**config.mk**
```make
export PLATFORM = sky130hd
export DESIGN_NAME = traffic_phase_ctrl_flat
export DESIGN_NICKNAME = d
export VERILOG_FILES = /design/src/rtl/traffic_phase_ctrl_if.sv /design/src/rtl/traffic_phase_ctrl.sv /design/src/flat_wrapper.sv
export SDC_FILE = /design/constraint.sdc
export NUM_CORES = 1
export LEC_CHECK = 0
export ABC_AREA = 1
export CAP_MARGIN = 15
export CORE_MARGIN = 3
export CORE_UTILIZATION = 43
export DETAILED_ROUTE_END_ITERATION = 16
export PLACE_DENSITY = 0.78
export SLEW_MARGIN = 20
export SYNTH_ARGS = -nofsm -noshare
export SYNTH_HDL_FRONTEND = slang
export SYNTH_SLANG_ARGS = --single-unit
```
**constraint.sdc**
```tcl
create_clock -name clk -period 1.9 [get_ports clk]
set_clock_uncertainty 0.15 [all_clocks]
set_input_delay 0.475 -clock clk [delete_from_list [all_inputs] [get_ports clk]]
set_output_delay 0.475 -clock clk [all_outputs]
set_load 0.05 [all_outputs]
```
**src/rtl/traffic_phase_ctrl_if.sv**
```systemverilog
// traffic_phase_ctrl_if: load/start/done handshake between the phase sequencer and its countdown timer
interface traffic_phase_ctrl_if #(parameter int WIDTH = 32);
    logic             tmr_start;
    logic [WIDTH-1:0] tmr_load;
    logic             tmr_done;
    modport master (output tmr_start, tmr_load, input tmr_done);
    modport slave  (input tmr_start, tmr_load, output tmr_done);
endinterface

```
**src/rtl/traffic_phase_ctrl.sv**
```systemverilog
// traffic_phase_ctrl: intersection phase sequencer driving NS/EW lights, pedestrian WALK and emergency all-red
module traffic_phase_ctrl #(
    parameter int WIDTH    = 32,
    parameter int T_GREEN  = 50,
    parameter int T_YELLOW = 10,
    parameter int T_ALLRED = 3,
    parameter int T_WALK   = 20
) (
    input  logic                 clk,
    input  logic                 rst_n,
    input  logic                 ped_req,
    input  logic                 emerg,
    traffic_phase_ctrl_if.master tmr,
    output logic [2:0]           ns_light,
    output logic [2:0]           ew_light,
    output logic                 ped_walk,
    output logic                 ped_ack
);
    typedef enum logic [2:0] {IDLE, GREEN, YELLOW, ALLRED, WALK, EHOLD} state_t;
    state_t           state, state_n;
    logic             dir, dir_n, pend, pend_n, start_n, ack_n, done;
    logic [WIDTH-1:0] load_n;
    logic [2:0]       go, ns_n, ew_n;
    // a done arriving alongside a fresh load belongs to the aborted countdown
    assign done = tmr.tmr_done && !tmr.tmr_start;
    always_comb begin
        state_n = state;
        dir_n   = dir;
        unique case (state)
            IDLE:    state_n = emerg ? EHOLD : GREEN;
            GREEN:   state_n = (emerg || done) ? YELLOW : GREEN;
            YELLOW:  begin
                state_n = done ? (emerg ? EHOLD : ALLRED) : YELLOW;
                dir_n   = (done && !emerg) ? !dir : dir;
            end
            ALLRED:  state_n = emerg ? EHOLD : done ? (pend ? WALK : GREEN) : ALLRED;
            WALK:    state_n = emerg ? EHOLD : done ? GREEN : WALK;
            EHOLD:   state_n = emerg ? EHOLD : ALLRED;
            default: state_n = IDLE;
        endcase
        // every state change except into EHOLD is a timed phase entry
        start_n = (state_n != state) && (state_n != EHOLD);
        ack_n   = start_n && (state_n == WALK);
        pend_n  = ack_n ? 1'b0 : (pend | ped_req);
        load_n  = start_n ? WIDTH'(state_n == GREEN  ? T_GREEN  :
                                   state_n == YELLOW ? T_YELLOW :
                                   state_n == ALLRED ? T_ALLRED : T_WALK) : tmr.tmr_load;
        go      = state_n == GREEN ? 3'b001 : state_n == YELLOW ? 3'b010 : 3'b100;
        ns_n    = dir_n ? 3'b100 : go;
        ew_n    = dir_n ? go : 3'b100;
    end
    always_ff @(posedge clk or negedge rst_n) begin
        if (!rst_n) begin
            state         <= IDLE;
            dir           <= 1'b0;
            pend          <= 1'b0;
            ns_light      <= 3'b100;
            ew_light      <= 3'b100;
            ped_walk      <= 1'b0;
            ped_ack       <= 1'b0;
            tmr.tmr_start <= 1'b0;
            tmr.tmr_load  <= '0;
        end else begin
            state         <= state_n;
            dir           <= dir_n;
            pend          <= pend_n;
            ns_light      <= ns_n;
            ew_light      <= ew_n;
            ped_walk      <= state_n == WALK;
            ped_ack       <= ack_n;
            tmr.tmr_start <= start_n;
            tmr.tmr_load  <= load_n;
        end
    end
endmodule

```
**src/flat_wrapper.sv**
```systemverilog
// flat-port wrapper written by rule: the top's interface ports become plain ports
module traffic_phase_ctrl_flat 
#(
    parameter int WIDTH    = 32,
    parameter int T_GREEN  = 50,
    parameter int T_YELLOW = 10,
    parameter int T_ALLRED = 3,
    parameter int T_WALK   = 20
)
  (clk, rst_n, ped_req, emerg, ns_light, ew_light, ped_walk, ped_ack, tmr_tmr_start, tmr_tmr_load, tmr_tmr_done);
  traffic_phase_ctrl_if #(.WIDTH(WIDTH)) tmr_i ();
  input  logic clk;
  input  logic rst_n;
  input  logic ped_req;
  input  logic emerg;
  output logic [2:0] ns_light;
  output logic [2:0] ew_light;
  output logic ped_walk;
  output logic ped_ack;
  output wire logic [$bits(tmr_i.tmr_start)-1:0] tmr_tmr_start;
  output wire logic [$bits(tmr_i.tmr_load)-1:0] tmr_tmr_load;
  input wire logic [$bits(tmr_i.tmr_done)-1:0] tmr_tmr_done;
  assign tmr_tmr_start = tmr_i.tmr_start;
  assign tmr_tmr_load = tmr_i.tmr_load;
  assign tmr_i.tmr_done = tmr_tmr_done;
  traffic_phase_ctrl #(.WIDTH(WIDTH), .T_GREEN(T_GREEN), .T_YELLOW(T_YELLOW), .T_ALLRED(T_ALLRED), .T_WALK(T_WALK)) u_core (.clk(clk), .rst_n(rst_n), .ped_req(ped_req), .emerg(emerg), .tmr(tmr_i), .ns_light(ns_light), .ew_light(ew_light), .ped_walk(ped_walk), .ped_ack(ped_ack));
endmodule
```
==> results of run 1 <==
-- layer usage --
layer  up-vias  track usage  wire length (um)
met2        48        0.257              1250
met5         -            0                 0
li1        461            -                 -
met1       436        0.157               860
met3         3       0.0461               194
met4         0       0.0356                14
-- repair_timing --
action / 4_1_cts / 5_1_grt
setup buffers: 0 / 2
gates resized for setup: 4 / 11
setup endpoints to repair: 6 / 12
pin swaps: 1 / 7
-- worst max path at each step --
stage | startpoint | cells past startpoint | to | slack, ns
2_1_floorplan | u_core.tmr.tmr_start | 11 | u_core.tmr.tmr_load[3] | 0.02
3_5_place_dp | emerg | 12 | u_core.tmr.tmr_load[2] | -0.38
5_1_grt | u_core.tmr.tmr_start | 12 | u_core.tmr.tmr_load[2] | -0.01
3_3_place_gp | emerg | 12 | u_core.tmr.tmr_load[0] | -0.31
6_report | u_core.tmr.tmr_start | 12 | u_core.tmr.tmr_load[1] | 0.08
4_1_cts | tmr_tmr_done | 12 | u_core.tmr.tmr_load[2] | 0.02
-- worst max-delay path, stage by stage, from the launching register on --
cell                      delay, ns
sky130_fd_sc_hd__dfrtp_1       0.45
sky130_fd_sc_hd__inv_2         0.10
sky130_fd_sc_hd__nand2_4       0.08
sky130_fd_sc_hd__nand2_4       0.08
sky130_fd_sc_hd__nor2_1        0.05
sky130_fd_sc_hd__nor2_2        0.18
sky130_fd_sc_hd__nand3_4       0.14
sky130_fd_sc_hd__nand2_2       0.10
sky130_fd_sc_hd__nand2_2       0.06
sky130_fd_sc_hd__nand2_4       0.12
sky130_fd_sc_hd__buf_4         0.12
sky130_fd_sc_hd__nand3_1       0.07
sky130_fd_sc_hd__nand2_1       0.07
-- sequential cells by signal (all words and copies together), names as in the netlist --
register and cells:
u_core.tmr.tmr_start 1, u_core.pend 1, u_core.tmr.tmr_load 6, u_core.ped_ack 1
u_core.dir 1, u_core.ew_light 3, u_core.state 3, u_core.ns_light 3
u_core.ped_walk 1
-- kinds of logic (layout without fill, tap and decap cells) --
logic type,Yosys count,in the layout,synth area share
compound gates,5,5,0.0241
xor+xnor,1,1,0.0136
buf+inv,43,50,0.218
flops,20,20,0.422
other cells,1,26,0.00314
simple gates,74,74,0.319
-- final cells by class --
cell class / count / share of cell area
Multi-Input combinational cell: 106 / 0.372
Sequential cell: 20 / 0.334
Timing Repair Buffer: 29 / 0.192
Inverter: 17 / 0.0429
Tap cell: 30 / 0.0248
Clock inverter: 1 / 0.0198
Clock buffer: 3 / 0.0149
-- stage by stage --
stage / std cells / area [um2] / util / hold slack (ns) / worst slack [ns]
6_report: 206 / 1520 / 0.590 / 0.340 / 0.0842
4_1_cts: 204 / 1460 / 0.570 / 0.341 / 0.0196
3_3_place_gp: 200 / 1400 / 0.547 / 0.317 / -0.308
5_1_grt: 206 / 1520 / 0.590 / 0.342 / -0.0124
3_5_place_dp: 200 / 1400 / 0.547 / 0.315 / -0.380
2_1_floorplan: 169 / 1290 / - / 0.0294 / 0.0183
-- placed cells by master, fill, tap and decap left out --
cell / n
sky130_fd_sc_hd__dfrtp_2: 2
sky130_fd_sc_hd__conb_1: 26
sky130_fd_sc_hd__bufinv_16: 1
sky130_fd_sc_hd__nand2_2: 7
sky130_fd_sc_hd__xnor2_2: 1
sky130_fd_sc_hd__nand2_4: 3
sky130_fd_sc_hd__o21ai_2: 1
sky130_fd_sc_hd__nand3_4: 3
sky130_fd_sc_hd__dlymetal6s2s_1: 1
sky130_fd_sc_hd__inv_2: 7
sky130_fd_sc_hd__clkinv_2: 1
sky130_fd_sc_hd__nand2_8: 1
sky130_fd_sc_hd__o21ai_1: 1
sky130_fd_sc_hd__dfrtp_1: 16
sky130_fd_sc_hd__dlygate4sd2_1: 1
sky130_fd_sc_hd__nand4_1: 3
sky130_fd_sc_hd__or2_2: 1
sky130_fd_sc_hd__nor3_1: 1
sky130_fd_sc_hd__nor2_2: 1
sky130_fd_sc_hd__clkdlybuf4s50_1: 2
sky130_fd_sc_hd__clkbuf_4: 3
sky130_fd_sc_hd__nand2_1: 33
sky130_fd_sc_hd__dfstp_2: 2
sky130_fd_sc_hd__nand3_1: 10
sky130_fd_sc_hd__inv_1: 9
sky130_fd_sc_hd__nor2_4: 2
sky130_fd_sc_hd__o2111ai_1: 1
sky130_fd_sc_hd__a21oi_1: 2
sky130_fd_sc_hd__buf_12: 5
sky130_fd_sc_hd__nor2_1: 9
sky130_fd_sc_hd__buf_4: 20
==> qor.csv, run 1 <==
metric;value;unit
netlist_area_before_placement;1190;um2
grt_pass1_vias;879;
worst-r2r-cell-count;12;
drt-vias-per-instance;4.60;
clk_pin_slew;0.12;ns
globalRoute.totalOverflow;0;
clkLatencyLatePin;0.30;ns
detail_route.wl_per_cell;11.3;um
io_pins;46;
synth.area.top_cells;sky130_fd_sc_hd__dfrtp_1 38%, sky130_fd_sc_hd__buf_4 16%, sky130_fd_sc_hd__nand2_1 12%;
antennaDiodeCount;0;
netlist_top_cells_count;38 x sky130_fd_sc_hd__nand2_1, 26 x sky130_fd_sc_hd__buf_4, 18 x sky130_fd_sc_hd__dfrtp_1, 10 x sky130_fd_sc_hd__inv_1, 10 x sky130_fd_sc_hd__nand3_1;
clock.fmax;0.551;GHz
area_growth_syn_to_layout;27.1;%
dr.pass1.iters;4;
multiInputGateArea;563;um2
place_hpwl;1770;um
report.final.slew_viol_count;0;
die_h;58.7;um
antenna_found_initial;0;
critPathLaunchType;register;
synthMostInstantiatedCell;sky130_fd_sc_hd__nand2_1;
hold_violations;0;
clock_sink_count;20;
worst_ep_required_time;2.00;ns
area.sequential;505;um2
detail_route.iter0.violations;17;
cts-hold-fix-buffers;0;
cts_max_level;1;
hold_class;input port to async pin;
maximum_number_of_pins_on_one_net_before_global_route_repair;21;
syn_area_per_cell;8.28;um2
fin_crit;1.82;ns
die_area;3440;um2
synth_area_leader_cell;sky130_fd_sc_hd__dfrtp_1;
drive_gt1_frac;0.347;
synth_seq_cells;20;
port_buffers;19;
fin_crit_sh;0.956;
cts-buffers-inserted;3;
drc;0;
critPathKind;register to register;
nFillCells;222;
vias;948;
postSynth.asyncResetShare;1.00;
number_of_placement_rows;18;
synthesized_netlist_cell_count;144;
ys_dominant_reg_cell;sky130_fd_sc_hd__dfrtp_1;
synth_seq_area_share;0.422;
grt_first_pass_wirelength;3730;um
routed_wirelength;2320;um
gr-usage-all-layers;0.141;
synth_top_cell_area_share;0.378;
postRouteAntennaNets;0;
rr_endpoint;u_core.tmr.tmr_load[1];
fp.coreArea;2570;um2
path_max_fanout;6;
synth.distinct_cells;22;
cts-root-to-sink-buffers;2;
globalplace.congestion;0.943;
setup_repair_after_global_routing_missed_its_margin;yes;
setup-violations-final;0;
tritoncts;built;
run_status;finished clean;
layout.nets;182;
ctsRootBufferMaster;sky130_fd_sc_hd__clkbuf_4;
yosysWarnings;0;
crit_path_end_kind;register;
cp.arrival;1.92;ns
dieWidth;58.7;um
timing.reg2reg.setup_slack;0.08;ns
synth-edff-count;0;
critical_register_to_register_path_startpoint;u_core.tmr.tmr_start;
initial_core_util;0.464;
drv_cap;0;
fin_setup_tns;0;ns
Power of run 1 is left out: the tool's default activity adds up to more than one toggle a clock period on the data nets, which glitch-free logic cannot reach.
==> inputs of run 2 (changes only) <==
Settings changed: SLEW_MARGIN 20 to 15.
==> results of run 2 <==
No change in the layout: final DEF, timing and power equal those of run 1.
Power of run 2 is left out for the same reason.
==> inputs of run 3 (changes only) <==
Settings changed: CORE_MARGIN 3 to default, SLEW_MARGIN 15 to 20.
==> run 3 against run 2 <==
Against the previous run:
- global-route usage is 3.0 points higher
- sequential share of layout area is 0.53 points higher
- die area is 13% lower
==> qor.csv, run 3 (synthesis results as in run 1) <==
metric;value;unit
routed_wirelength;2160;um
layout.nets;182;
largest_reg_flops;6;
critical_path.max_stage_delay;0.42;ns
setup-violations-final;0;
timing.reg2reg.setup_slack;0.14;ns
hold_violations;0;
path_max_fanout;7;
final_common_cell;sky130_fd_sc_hd__nand2_1;
postLayoutSetupSlackWorst;0.141;ns
maximum_number_of_pins_on_one_net_before_global_route_repair;21;
post_layout_utilization_of_the_core;0.583;
area_growth_syn_to_layout;24.4;%
number_of_placement_rows;18;
fin_crit;1.76;ns
antenna_found_initial;0;
dr.pass1.iters;4;
multiInputGateArea;534;um2
drc;0;
clock.fmax;0.569;GHz
clk_pin_slew;0.11;ns
setup_repair_after_global_routing_missed_its_margin;no;
cts-root-to-sink-buffers;2;
worst_path_max_delay_cell;sky130_fd_sc_hd__dfrtp_1;
instances_no_fill;206;
nFillCells;226;
dieWidth;54.7;um
tritoncts;built;
most-common-layout-cells;35 x sky130_fd_sc_hd__nand2_1, 26 x sky130_fd_sc_hd__conb_1, 20 x sky130_fd_sc_hd__buf_4, 18 x sky130_fd_sc_hd__dfrtp_1;
cts_max_level;1;
largest_register;u_core.tmr.tmr_load;
area.sequential;503;um2
globalplace.congestion;0.827;
fin_crit_sh;0.926;
timing.critical_path.cells;inv_1 > nand2_2 > a21oi_1 > nor2_2 > nand3_4 > nand2_2 > nand2_2 > nand2_4 > nand2_4 > nand2_1 > nand2_1;
clkLatencyLatePin;0.30;ns
drt-vias-per-instance;4.60;
hold_class;input port to async pin;
placement.cell_area;1420;um2
crit_path_end_kind;register;
die_h;54.7;um
io_pins;46;
place_hpwl;1770;um
critPathLaunchType;register;
dpl.cell_count;202;
ctsRootBufferMaster;sky130_fd_sc_hd__clkbuf_4;
pre_cts_setup_slack;-0.359;ns
cts-buffers-inserted;3;
report.final.slew_viol_count;0;
critPathKind;register to register;
die_area;2990;um2
detail_route.wl_per_cell;10.5;um
worst_ep_required_time;1.95;ns
grt_first_pass_wirelength;3590;um
grt_pass1_vias;851;
antennaDiodeCount;0;
vias;947;
clock_sink_count;20;
layout.cell_area.non_filler;1480;um2
gr-usage-all-layers;0.170;
crit_path_frequent_cell;sky130_fd_sc_hd__nand2_2;
cp.arrival;1.81;ns
initial_core_util;0.469;
run_status;finished clean;
postRouteAntennaNets;0;
fp.coreArea;2540;um2
port_buffers;19;
globalRoute.totalOverflow;0;
drv_cap;0;
detail_route.iter0.violations;29;
drive_gt1_frac;0.318;
## run 3: per-layer routing
metal  vias to the layer above  wire (um)  GRT usage
li1                        458          -          -
met1                       440        896      0.205
met2                        47       1090      0.293
met3                         2        156     0.0500
met4                         0          8     0.0427
met5                         -          0          0
## run 3: critical path: cells and delay by family, from the launching register on
family	cells	cell delay (ns)
AO/OA/AOI/OAI	1	0.10
buffers and inverters	1	0.09
AND/OR/NAND/NOR	9	0.91
flip-flops	1	0.42
## run 3: cell type report
| class | count | share of cell area |
|---|---|---|
| clock inverter | 1 | 0.0202 |
| timing repair buffer | 29 | 0.196 |
| sequential | 20 | 0.339 |
| multi-input combinational | 106 | 0.360 |
| clock buffer | 3 | 0.0152 |
| inverter | 17 | 0.0438 |
| tap | 30 | 0.0253 |
## run 3: final timing paths
path / to / start / depth (start not counted)
hold / removal: u_core.ns_light[1] / rst_n / 2
min in group clk: u_core.tmr.tmr_load[4] / u_core.tmr.tmr_load[4] / 2
hold reg to reg: u_core.tmr.tmr_load[4] / u_core.tmr.tmr_load[4] / 2
setup reg to reg: u_core.tmr.tmr_load[4] / u_core.tmr.tmr_start / 11
setup / recovery: u_core.tmr.tmr_load[4] / u_core.tmr.tmr_start / 11
max in group asynchronous: u_core.ew_light[2] / rst_n / 2
## run 3: metrics by stage
stage	hold WS [ns]	TNS [ns]
after floorplan	0.0294	0
after detailed placement	0.326	-4.44
final	0.341	0
after CTS	0.348	0
after global placement	0.321	-3.27
after global routing	0.367	0
## run 3: repair_timing
item	4_1_cts	5_1_grt
buffers inserted	0	0
pin swaps	0	4
endpoints found under the setup margin	6	8
cloned	0	0
resized for setup	3	3
hold buffers	0	0
Power of run 3 is left out for the same reason.
==> edit: new RTL, config.mk and constraints of run 3 <==
`WIDTH` is set to 32 in 3 places; all go to 16.
--- a/src/rtl/traffic_phase_ctrl_if.sv
+++ b/src/rtl/traffic_phase_ctrl_if.sv
@@ -1,5 +1,5 @@
 // traffic_phase_ctrl_if: load/start/done handshake between the phase sequencer and its countdown timer
-interface traffic_phase_ctrl_if #(parameter int WIDTH = 32);
+interface traffic_phase_ctrl_if #(parameter int WIDTH = 16);
     logic             tmr_start;
     logic [WIDTH-1:0] tmr_load;
     logic             tmr_done;
--- a/src/rtl/traffic_phase_ctrl.sv
+++ b/src/rtl/traffic_phase_ctrl.sv
@@ -1,6 +1,6 @@
 // traffic_phase_ctrl: intersection phase sequencer driving NS/EW lights, pedestrian WALK and emergency all-red
 module traffic_phase_ctrl #(
-    parameter int WIDTH    = 32,
+    parameter int WIDTH    = 16,
     parameter int T_GREEN  = 50,
     parameter int T_YELLOW = 10,
     parameter int T_ALLRED = 3,
--- a/src/flat_wrapper.sv
+++ b/src/flat_wrapper.sv
@@ -1,7 +1,7 @@
 // flat-port wrapper written by rule: the top's interface ports become plain ports
 module traffic_phase_ctrl_flat 
 #(
-    parameter int WIDTH    = 32,
+    parameter int WIDTH    = 16,
     parameter int T_GREEN  = 50,
     parameter int T_YELLOW = 10,
     parameter int T_ALLRED = 3,
Ports: changed (resized tmr_tmr_load); port bits go from 46 to 30. No check against the original RTL was run, so the function may have changed too.
==> edit against run 3 <==
- final area fell by 4.5%
- setup slack improved by 0.030 ns
- largest cell class is now registers
- critical endpoint is now u_core.tmr.tmr_load[2]
- sequential cell count is the same
- area after synthesis down 10%
- die area decreased by 9.7%
- core utilization rose by 4.0 points
- wire length rose by 3.4%
- highest routed layer unchanged
- maximum frequency is 1.8% higher
Power is left out: the tool's default activity adds up to more than one toggle a clock period on the data nets, which glitch-free logic cannot reach.
==> edit: results (changes against run 3) <==
Synthesis
  – Synth area leaders: dfrtp_1 (42%), nand2_1 (13%), buf_4 (7.0%), dfstp_2 (4.9%), nand3_4 (4.9%) (was dfrtp_1 (38%), buf_4 (16%), nand2_1 (12%), dfstp_2 (4.4%), nand3_4 (4.4%))
  – Syn_area_per_cell: 8.377 sq um (was 8.281 sq um)
  – Adder-cell area share of the yosys netlist: 0 (unchanged)
  – Synth warn: 0 (unchanged)
  – Mux cell area share after synthesis: 0 (unchanged)
  – Register area share after synthesis: 0.4691 (was 0.4218)
  – Post-Synth XOR/XNOR Area: 0.01517 (was 0.01364)
  – Most frequent cells after synthesis: nand2_1 (38), dfrtp_1 (18), buf_4 (10), inv_1 (10), nand3_1 (10) (was nand2_1 (38), buf_4 (26), dfrtp_1 (18))
  – Number of library cell types mapped by synthesis: 22 (unchanged)
  – Synth Area in Compound Gates: 0.02684 (was 0.02413)
  – Most used DFF post-synth: dfrtp_1 (unchanged)

Final layout
  – ANT cells: 0 (unchanged)
  – Ratio of cells with drive above 1 in the final layout: 0.3975 (was 0.3182)
  – Final std cells w/o fill: 189 (was 206)
  – Nets@finish: 167 (was 182)
  – Fill cells: 185 (was 226)
  – Largest reg by FF count: u_core.tmr.tmr_load (unchanged)

Route
  – Met3 wire len: 133 um (was 156 um)
  – Initial drt markers: 16 (was 29)
  – Drt pass-1 iters: 4 (unchanged)
  – Vias per cell: 4.825 (was 4.597)
  – DRT met1 WL: 887 um (was 896 um)
  – DR WL/cell: 11.79 um (was 10.46 um)
  – Met2 WL: 1114 um (was 1093 um)
  – Top sig layer: met4 (unchanged)

Critical path
  – Slowest cell on the critical path: dfrtp_2 (was dfrtp_1)
  – Slowest stage delay, CP: 0.48 ns (was 0.42 ns)
  – Critical path arrival: 1.79 ns (was 1.81 ns)
  – R2R cell count: 12 (was 11)
  – Crit start category: flop (unchanged)
  – End of the critical path: u_core.tmr.tmr_load[2] (was u_core.tmr.tmr_load[4])
  – Worst R2R Setup Slack: 0.17 ns (was 0.14 ns)
  – Reg2Reg Launch Point: u_core.state[1] (was u_core.tmr.tmr_start)

Global route
  – GR Util met1: 0.2037 (was 0.2051)
  – First-pass GRT wire length: 3546 um (was 3588 um)
  – Met3 usage: 0.05263 (was 0.05000)
  – Global-route met2 utilization: 0.3248 (was 0.2932)
  – Largest net degree at the start of global routing: 21 (unchanged)
  – Initial antenna violation count: 0 (unchanged)
  – Tot GR Track Use: 0.1921 (was 0.1704)
  – Number of global-route vias before repair: 826 (was 851)

Placement
  – Gpl congestion: 0.8706 (was 0.8265)
  – Cells after DPL: 182 (was 202)
  – Buffers on Ports: 19 (unchanged)
  – Final HPWL DP: 1646 um (was 1771 um)

Clocking
  – Clock latency at the later pin of the worst-skew pair: a little over 0.3 ns
  – Worst-path clk slew: 0.11 ns (about the same)

Run status
  – Outcome: complete, no violations (unchanged)

Worst hold path
  – Worst hold-check path type: reg2reg (was in2async)
edit: cell count changes after synthesis, sizes merged:
| cell | change |
|---|---|
| buf | -16 |
edit: how the worst min path moves through the flow:
stage                                      start                endpoint  slack (ns)  depth (start not counted)
after floorplan                            rst_n              u_core.dir        0.03                          0
after global routing                       rst_n         u_core.ped_walk        0.35                          2
final                     u_core.tmr.tmr_load[1]  u_core.tmr.tmr_load[1]        0.34                          2
after global placement    u_core.tmr.tmr_load[0]  u_core.tmr.tmr_load[0]        0.31                          2
after CTS                 u_core.tmr.tmr_load[0]  u_core.tmr.tmr_load[0]        0.35                          2
after detailed placement  u_core.tmr.tmr_load[1]  u_core.tmr.tmr_load[1]        0.32                          2
edit: what timing repair did:
action	4_1_cts	5_1_grt
setup buffers	0	3
pin swaps	0	7
endpoints found under the setup margin	6	13
resized for setup	3	12
edit: kinds of logic (layout without fill, tap and decap cells):
kind of cell	Yosys count	after routing
AOI/OAI and AO/OA	5	5
xor gates and xnor gates	1	1
buffers and inverters	27	51
DFF	20	20
other	1	10
and+or+nand+nor	74	74
edit: final cells by class:
cell class	instances	area, sq um	share of cell area
clock buffer	4	26.28	0.01853
tap	28	35.03	0.02471
sequential	20	505.5	0.3566
timing repair buffer	30	286.5	0.2021
multi-input combinational	90	499.2	0.3522
inverter	17	65.06	0.04590
edit: stage by stage:
step                instance area, sq um  TNS (ns)  setup slack [ns]  hold slack, ns
global placement                    1329    -3.981           -0.3189          0.3148
CTS                                 1360         0          0.009549          0.3454
finish                              1418         0            0.1718          0.3378
global route                        1418         0          0.009133          0.3520
detailed placement                  1329    -4.588           -0.3780          0.3192
floorplan                           1106         0           0.01833         0.02941
